<file path="src/rtl/stream_mux_pkg.sv">
// Shared types for the N:1 stream selector.
// Optional feature macro used by stream_mux_rr: MUX_PARITY_EN.
package stream_mux_pkg;

  typedef enum logic {
    MODE_FIXED = 1'b0,
    MODE_RR    = 1'b1
  } mode_e;

endpackage

</file>
<file path="src/rtl/stream_mux_rr_arbiter.sv">
// Round-robin arbiter: masked priority encoder over requests above ptr,
// falling back to the lowest set request when nothing above ptr is pending.
module rr_arbiter #(
  parameter  int unsigned N_CH = 4,
  localparam int unsigned CH_W = $clog2(N_CH)
) (
  input  logic [N_CH-1:0] req,
  input  logic [CH_W-1:0] ptr,
  output logic [CH_W-1:0] gnt_idx,
  output logic            gnt_vld
);

  logic hit_masked;
  logic hit_any;

  // Pick the first request after ptr, wrapping to the lowest request.
  always_comb begin
    gnt_idx    = '0;
    hit_masked = 1'b0;
    hit_any    = 1'b0;
    for (int unsigned k = 0; k < N_CH; k++) begin
      if (!hit_masked && req[k] && (k > 32'(ptr))) begin
        hit_masked = 1'b1;
        gnt_idx    = CH_W'(k);
      end
    end
    if (!hit_masked) begin
      for (int unsigned k = 0; k < N_CH; k++) begin
        if (!hit_any && req[k]) begin
          hit_any = 1'b1;
          gnt_idx = CH_W'(k);
        end
      end
    end
    gnt_vld = |req;
  end

endmodule

</file>
<file path="src/rtl/stream_mux_rr.sv">
// N:1 stream selector with valid/ready handshake and one registered output
// stage. Fixed (sel-driven) or round-robin arbitration.
// Optional feature: define MUX_PARITY_EN to add the registered out_par port.
module stream_mux_rr
  import stream_mux_pkg::*;
#(
  parameter  int unsigned N_CH   = 4,
  parameter  int unsigned DATA_W = 8,
  localparam int unsigned CH_W   = $clog2(N_CH)
) (
  input  logic                     clk,
  input  logic                     rst_n,
  input  logic                     mode,
  input  logic [CH_W-1:0]          sel,
  input  logic [N_CH-1:0]          in_valid,
  input  logic [N_CH*DATA_W-1:0]   in_data,
  output logic [N_CH-1:0]          in_ready,
  output logic                     out_valid,
  output logic [DATA_W-1:0]        out_data,
  output logic [CH_W-1:0]          out_chan,
  input  logic                     out_ready,
  output logic                     sel_err
`ifdef MUX_PARITY_EN
  ,
  output logic                     out_par
`endif
);

  mode_e             mode_s;
  logic              load;
  logic              fixed_hit;
  logic              fixed_vld;
  logic [CH_W-1:0]   arb_idx;
  logic              arb_vld;
  logic [CH_W-1:0]   grant_idx;
  logic              grant_vld;
  logic              xfer;
  logic [DATA_W-1:0] grant_data;

  logic              out_valid_q, out_valid_d;
  logic [DATA_W-1:0] out_data_q,  out_data_d;
  logic [CH_W-1:0]   out_chan_q,  out_chan_d;
  logic [CH_W-1:0]   rr_ptr_q,    rr_ptr_d;
  logic              sel_err_q,   sel_err_d;

  assign mode_s = mode_e'(mode);

  rr_arbiter #(
    .N_CH (N_CH)
  ) u_arb (
    .req     (in_valid),
    .ptr     (rr_ptr_q),
    .gnt_idx (arb_idx),
    .gnt_vld (arb_vld)
  );

  // Grant selection, handshake and next-state of the output register.
  always_comb begin
    load      = !out_valid_q | out_ready;
    fixed_hit = 1'b0;
    fixed_vld = 1'b0;
    // Decoding sel by comparison keeps out-of-range indices from
    // addressing past in_valid when N_CH is not a power of two.
    for (int unsigned k = 0; k < N_CH; k++) begin
      if (sel == CH_W'(k)) begin
        fixed_hit = 1'b1;
        fixed_vld = in_valid[k];
      end
    end

    if (mode_s == MODE_RR) begin
      grant_idx = arb_idx;
      grant_vld = arb_vld;
    end else begin
      grant_idx = sel;
      grant_vld = fixed_vld;
    end

    in_ready   = '0;
    grant_data = '0;
    for (int unsigned k = 0; k < N_CH; k++) begin
      if (grant_idx == CH_W'(k)) begin
        in_ready[k] = load & grant_vld;
        grant_data  = in_data[k*DATA_W +: DATA_W];
      end
    end
    xfer = load & grant_vld;

    out_valid_d = out_valid_q;
    out_data_d  = out_data_q;
    out_chan_d  = out_chan_q;
    rr_ptr_d    = rr_ptr_q;
    if (xfer) begin
      out_valid_d = 1'b1;
      out_data_d  = grant_data;
      out_chan_d  = grant_idx;
      if (mode_s == MODE_RR) begin
        rr_ptr_d = grant_idx;
      end
    end else if (out_ready) begin
      out_valid_d = 1'b0;
    end

    // An out-of-range sel can never produce a grant, so this fires only
    // when nothing is transferred.
    sel_err_d = (mode_s == MODE_FIXED) & !fixed_hit & (|in_valid);
  end

  // Output register, round-robin pointer and error pulse.
  always_ff @(posedge clk) begin
    if (!rst_n) begin
      out_valid_q <= 1'b0;
      out_data_q  <= '0;
      out_chan_q  <= '0;
      rr_ptr_q    <= CH_W'(N_CH - 1);
      sel_err_q   <= 1'b0;
    end else begin
      out_valid_q <= out_valid_d;
      out_data_q  <= out_data_d;
      out_chan_q  <= out_chan_d;
      rr_ptr_q    <= rr_ptr_d;
      sel_err_q   <= sel_err_d;
    end
  end

  assign out_valid = out_valid_q;
  assign out_data  = out_data_q;
  assign out_chan  = out_chan_q;
  assign sel_err   = sel_err_q;

`ifdef MUX_PARITY_EN
  logic out_par_q, out_par_d;

  // Parity of the held beat, captured alongside the data.
  always_comb begin
    out_par_d = out_par_q;
    if (xfer) begin
      out_par_d = ^grant_data;
    end
  end

  // Parity register.
  always_ff @(posedge clk) begin
    if (!rst_n) begin
      out_par_q <= 1'b0;
    end else begin
      out_par_q <= out_par_d;
    end
  end

  assign out_par = out_par_q;
`endif

endmodule

</file>
<file path="config.mk">
export PLATFORM = sky130hd
export DESIGN_NAME = stream_mux_rr
export DESIGN_NICKNAME = d
export VERILOG_FILES = /design/src/rtl/stream_mux_pkg.sv /design/src/rtl/stream_mux_rr_arbiter.sv /design/src/rtl/stream_mux_rr.sv
export SDC_FILE = /design/constraint.sdc
export NUM_CORES = 1
export LEC_CHECK = 0
export ABC_AREA = 1
export BUFFER_PORTS_ARGS = -buffer_cell sky130_fd_sc_hd__buf_2
export CAP_MARGIN = 25
export CORE_UTILIZATION = 44
export CTS_CLUSTER_SIZE = 10
export DETAILED_ROUTE_END_ITERATION = 6
export PLACE_DENSITY = 0.88
export SLEW_MARGIN = 20
export SYNTH_ARGS = -nofsm -noshare
export SYNTH_HDL_FRONTEND = slang
export SYNTH_SLANG_ARGS = --single-unit
</file>
<file path="constraint.sdc">
create_clock -name clk -period 1.7 [get_ports clk]
set_clock_uncertainty 0.1 [all_clocks]
set_input_delay 0.17 -clock clk [delete_from_list [all_inputs] [get_ports clk]]
set_output_delay 0.17 -clock clk [all_outputs]
set_load 0.05 [all_outputs]
</file>
# Word level (Yosys, flattened, before mapping)
# Index checks and enable logic that the tools add are counted.
[word_totals]
register_bits = 14
input_bits = 42
output_inout_bits = 16
[op_classes]
n_lt_le_gt_ge = 3
n_eq_ne = 6
muxes = 37
bitwise_logic = 5
n_reduce_logical = 20
[ops]
columns = ["operator", "count"]
rows = [
  ["8-bit 2-to-1 mux", 4],
  ["1-bit 2-to-1 mux", 25],
  ["2-bit 2-to-1 mux", 8],
  ["2-bit == test, second input constant", 4],
  ["1-bit logical AND", 8],
  ["1-bit logical NOT", 7],
  ["2-bit by 1-bit == test with 1-bit output, second input constant", 2],
  ["2-bit > comparator, first input constant", 2],
  ["2-bit logical NOT", 2],
  ["4-bit OR reduction", 1],
  ["1-bit AND", 3],
  ["1-bit by 2-bit > comparator with 1-bit output, first input constant", 1],
  ["2-bit AND reduction", 1],
  ["2-bit nonzero test", 1],
  ["1-bit NOT", 1],
  ["1-bit bitwise OR", 1],
]

# Longest topological paths before layout
[depth]
word_depth = 30
mapped_depth = 13
mapped_depth_nobuf = 12

# Modules after synthesis
# From an unflattened synthesis, not the netlist that was laid out.
[hier_totals]
cells_unflattened = 172
hier_area_um2 = 1059.8
[modules_own_cells]
columns = ["mod", "n_inst", "cells_per_inst", "area_each_um2", "seq_area_each_um2"]
rows = [
  ["stream_mux_rr", 1, 152, 975.9, 280.3],
  ["rr_arbiter", 1, 20, 83.8, 0.0],
]

# Least setup slack after synthesis
# No wires, ideal clock.
[synth_path]
kind = "register to output"
startpoint = "register rr_ptr_q[0]"
endpoint = "output in_ready[0]"
t_arrival_ns = 2.083
required_time_ns = 1.430
path_slack_ns = -0.653
stages_incl_launch_ff = 9
cell_sequence = "dfxtp_1 nor2_2 nand2_2 nand3_2 nand3_2 nand2_4 inv_4 buf_6 nor3_1"
[synth_between]
elab_chain_len = 19
[synth_rtl]
columns = ["element", "line", "source"]
rows = [
  ["start: declaration", "stream_mux_rr.sv:43", "logic [CH_W-1:0] rr_ptr_q, rr_ptr_d;"],
  ["start signal: assignment", "stream_mux_rr.sv:115", "rr_ptr_q <= CH_W'(N_CH - 1);"],
  ["start signal: assignment", "stream_mux_rr.sv:121", "rr_ptr_q <= rr_ptr_d;"],
  ["1-bit by 2-bit > comparator with 1-bit output", "stream_mux_rr_arbiter.sv:22", "if (!hit_masked && req[k] && (k > 32'(ptr))) begin"],
  ["1-bit logical AND", "stream_mux_rr_arbiter.sv:22", ""],
  ["1-bit 2-to-1 mux", "stream_mux_rr_arbiter.sv:22", ""],
  ["1-bit logical NOT", "stream_mux_rr_arbiter.sv:22", ""],
  ["1-bit logical AND (2 in series)", "stream_mux_rr_arbiter.sv:22", ""],
  ["1-bit 2-to-1 mux", "stream_mux_rr_arbiter.sv:22", ""],
  ["1-bit logical NOT", "stream_mux_rr_arbiter.sv:22", ""],
  ["1-bit logical AND (2 in series)", "stream_mux_rr_arbiter.sv:22", ""],
  ["2-bit 2-to-1 mux", "stream_mux_rr_arbiter.sv:22", ""],
  ["2-bit 2-to-1 mux (4 in series)", "stream_mux_rr_arbiter.sv:29", "if (!hit_any && req[k]) begin"],
  ["2-bit 2-to-1 mux *", "stream_mux_rr_arbiter.sv:27", "if (!hit_masked) begin"],
  ["2-bit 2-to-1 mux *", "stream_mux_rr.sv:71", "if (mode_s == MODE_RR) begin"],
  ["2-bit logical NOT *", "stream_mux_rr.sv:82", "if (grant_idx == CH_W'(k)) begin"],
  ["1-bit 2-to-1 mux *", "stream_mux_rr.sv:82", ""],
  ["end: declaration", "stream_mux_rr.sv:17", "output logic [N_CH-1:0] in_ready,"],
]
# Every way passes the cells marked *; elsewhere a longest branch is shown, timed or not.

# Worst setup path in the final report
[layout_path]
startpoint = "register rr_ptr_q[1]"
endpoint = "output in_ready[0]"
# Same word-level chain as after synthesis.

==> results.json <==
{
  "wl_met3_um": 169,
  "violations": "setup timing",
  "cp_cell_sequence": "nor2_4 > nand2_2 > nand3_2 > nand3_2 > nand2_4 > clkinvlp_4 > nor3_4 > buf_6",
  "p_int_mw": 0.709,
  "highest-signal-layer": "met4",
  "drt-total-wl_mm": 3.38,
  "grt_pass1_vias": 1120,
  "p_sw_mw": 0.570,
  "clkLatencyLatePin_ns": 0.28,
  "rsz0062_at_grt": "yes",
  "grt_overflow": 0,
  "avgSynthCellArea_um2": 6.48,
  "slowest_delay_ns": 0.37,
  "pwr-share-comb": 0.544,
  "peakVddDrop_mv": 0.510,
  "route.antenna.remaining_nets": 0,
  "setup_violations": 12,
  "grt_usage": 0.235,
  "h-tree-depth": 1,
  "fmax_mhz": 518,
  "setup_slack_ns": -0.230,
  "wire_per_inst_um": 12.9,
  "power_density_nw_per_um2": 772,
  "grt_max_degree": 13,
  "yosys.area.top_type": "dfxtp_1",
  "clk_pin_slew_worst_paths_ns": 0.08,
  "syn-num-nets": 207,
  "fin_crit_ns": 1.93,
  "synth.distinct_cells": 25,
  "remaining_drc_errors": 0,
  "path_max_fanout": 4,
  "num_rows": 17,
  "crit_type": "flip-flop to output pin",
  "wl_met1_mm": 1.40,
  "max-cap-violations": 0,
  "clkPwrFrac": 0.149,
  "layout.nets": 278,
  "p_sw_frac": 0.446,
  "gp_congestion": 0.810,
  "cp-end-kind": "output pin",
  "grt_pass1_wl_mm": 4.64,
  "maxSlewViolCount": 0,
  "synth_top_area_share": 0.262,
  "yosys-top-cells-area": "dfxtp_1 26%, nand2_1 14%, a21oi_1 9.4%",
  "cts_buffer_depth": 2,
  "portBuffers": 57,
  "diodes": 0,
  "firstDrtPassIters": 4,
  "path_common_cell": "nand3_2",
  "place_inst": 252,
  "fin_crit_sh": 1.14,
  "utilization": 0.735,
  "synthArstFlopShare": 0,
  "start_util": 0.474,
  "final_cell_mix": "53 x buf_2, 32 x nand2_1, 21 x inv_1, 14 x nand3_1, 13 x a21oi_1",
  "critical_path_required_ns": 1.43,
  "synth_top_flop_cell": "dfxtp_1",
  "synth_warnings": 0,
  "vias": 1362,
  "mostFrequentLayoutCell": "buf_2",
  "yosysSeqAreaShare": 0.262,
  "synth_edf_count": 0,
  "dpl.hpwl_mm": 2.18,
  "root_buffer": "clkbuf_4",
  "p_seq_frac": 0.307,
  "die_area_um2": 2630,
  "dr_wl_met2_mm": 1.75,
  "cp_slowest_cell": "dfxtp_4",
  "first_iter_violations": 20,
  "die_h_um": 51.3,
  "arrival_ns": 1.66,
  "area_growth_pct": 54.9,
  "clock-sinks": 14,
  "finalHoldViolations": 0,
  "hold_class": "primary input to flip-flop",
  "run_status": "complete, but fails checks",
  "numCtsBuffers": 3,
  "ys_ff_latch": 14,
  "antenna_found_initial": 0,
  "synthesis.area_um2": 1070,
  "core-area_um2": 2250,
  "cts_tree": "done",
  "power_leakage_nw": 0.897,
  "ios": 58,
  "layout-drive-gt1-share": 0.517,
  "instances_no_fill": 262,
  "synth_cells": 165,
  "cp-start-kind": "flip-flop",
  "via_per_inst": 5.20,
  "die_w_um": 51.3
}
==> synth_stat cells (2+ instances only) <==
cell	count
a21o_1	5
a21oi_1	20
buf_6	4
dfxtp_1	14
inv_1	22
inv_2	4
nand2_1	40
nand2_2	2
nand2_4	2
nand3_1	15
nand3_2	9
nand3b_2	2
nor2_1	9
nor2_2	2
o211ai_1	2
o21ai_0	4
==> state kept, by name, summed over array words and instances, names as in the netlist <==
signal and flops:
rr_ptr_q 2, out_valid 1, sel_err 1, out_chan 2, out_data 8
==> final timing paths <==
kind,from,endpoint,slack [ns],depth (start not counted)
max,rr_ptr_q[1]$_SDFFE_PN1P_,in_ready[0],-0.23,8
min,rst_n,rr_ptr_q[1]$_SDFFE_PN1P_,0.03,2
max reg2reg,rr_ptr_q[1]$_SDFFE_PN1P_,out_data[3]$_SDFFE_PN0P_,-0.20,14
min reg2reg,out_chan[0]$_SDFFE_PN0P_,out_chan[0]$_SDFFE_PN0P_,0.37,2
==> per-stage QoR <==
| step | setup TNS, ns | hold slack [ns] | setup WS, ns | cell area (um2) | power [mW] |
|---|---|---|---|---|---|
| 2_1_floorplan | -0.140 | 0.169 | -0.0526 | 1090 | 0.811 |
| 3_3_place_gp | 0 | 0.313 | 0.0395 | 1430 | 0.955 |
| 3_5_place_dp | 0 | 0.320 | 0.00372 | 1430 | 0.963 |
| 4_1_cts | -0.494 | 0.0356 | -0.140 | 1520 | 1.18 |
| 5_1_grt | -3.10 | 0.0365 | -0.329 | 1660 | 1.35 |
| 6_report | -2.09 | 0.0321 | -0.230 | 1660 | 1.28 |
==> repair_timing <==
action                                  in CTS  in global routing
pin swaps                                    8                 12
setup buffers                                2                  5
endpoints found under the setup margin       4                 12
resized for setup                           17                 25
hold buffers                                 0                  0
==> power by group through the flow <==
stage | Clock, mW | Combinational, mW | Sequential, mW
2_1_floorplan | 0 | 0.305 | 0.507
3_3_place_gp | 0 | 0.561 | 0.394
3_5_place_dp | 0 | 0.569 | 0.394
4_1_cts | 0.190 | 0.603 | 0.389
5_1_grt | 0.204 | 0.745 | 0.397
6_report | 0.191 | 0.696 | 0.392
==> cell type report <==
cell class              count  area (um2)
flip-flops and latches     14         288
fillers                   200         598
clock buffers               3        22.5
multi-input cells         118         727
repair buffers             71         470
well taps                  28        35.0
inverters                  28         114
==> worst max-delay path, delay by kind of cell, from the launching register on <==
| kind | cells | cell delay (ns) |
|---|---|---|
| buf+inv | 2 | 0.37 |
| flops | 1 | 0.37 |
| simple gates | 6 | 0.64 |
==> cells by family (layout without fill, tap and decap cells) <==
group | count (synthesis) | after routing | share of synthesized area
compound gates | 33 | 33 | 0.174
simple gates | 84 | 84 | 0.413
buf+inv | 33 | 102 | 0.147
other cells | 1 | 1 | 0.00351
flops | 14 | 14 | 0.262
==> layer usage <==
layer,global-route usage,vias to the layer above
met1,0.280,623
met2,0.430,60
met4,0.0541,0
met5,0,-
li1,-,670
met3,0.0446,9
(Power assumes the default switching activity.)
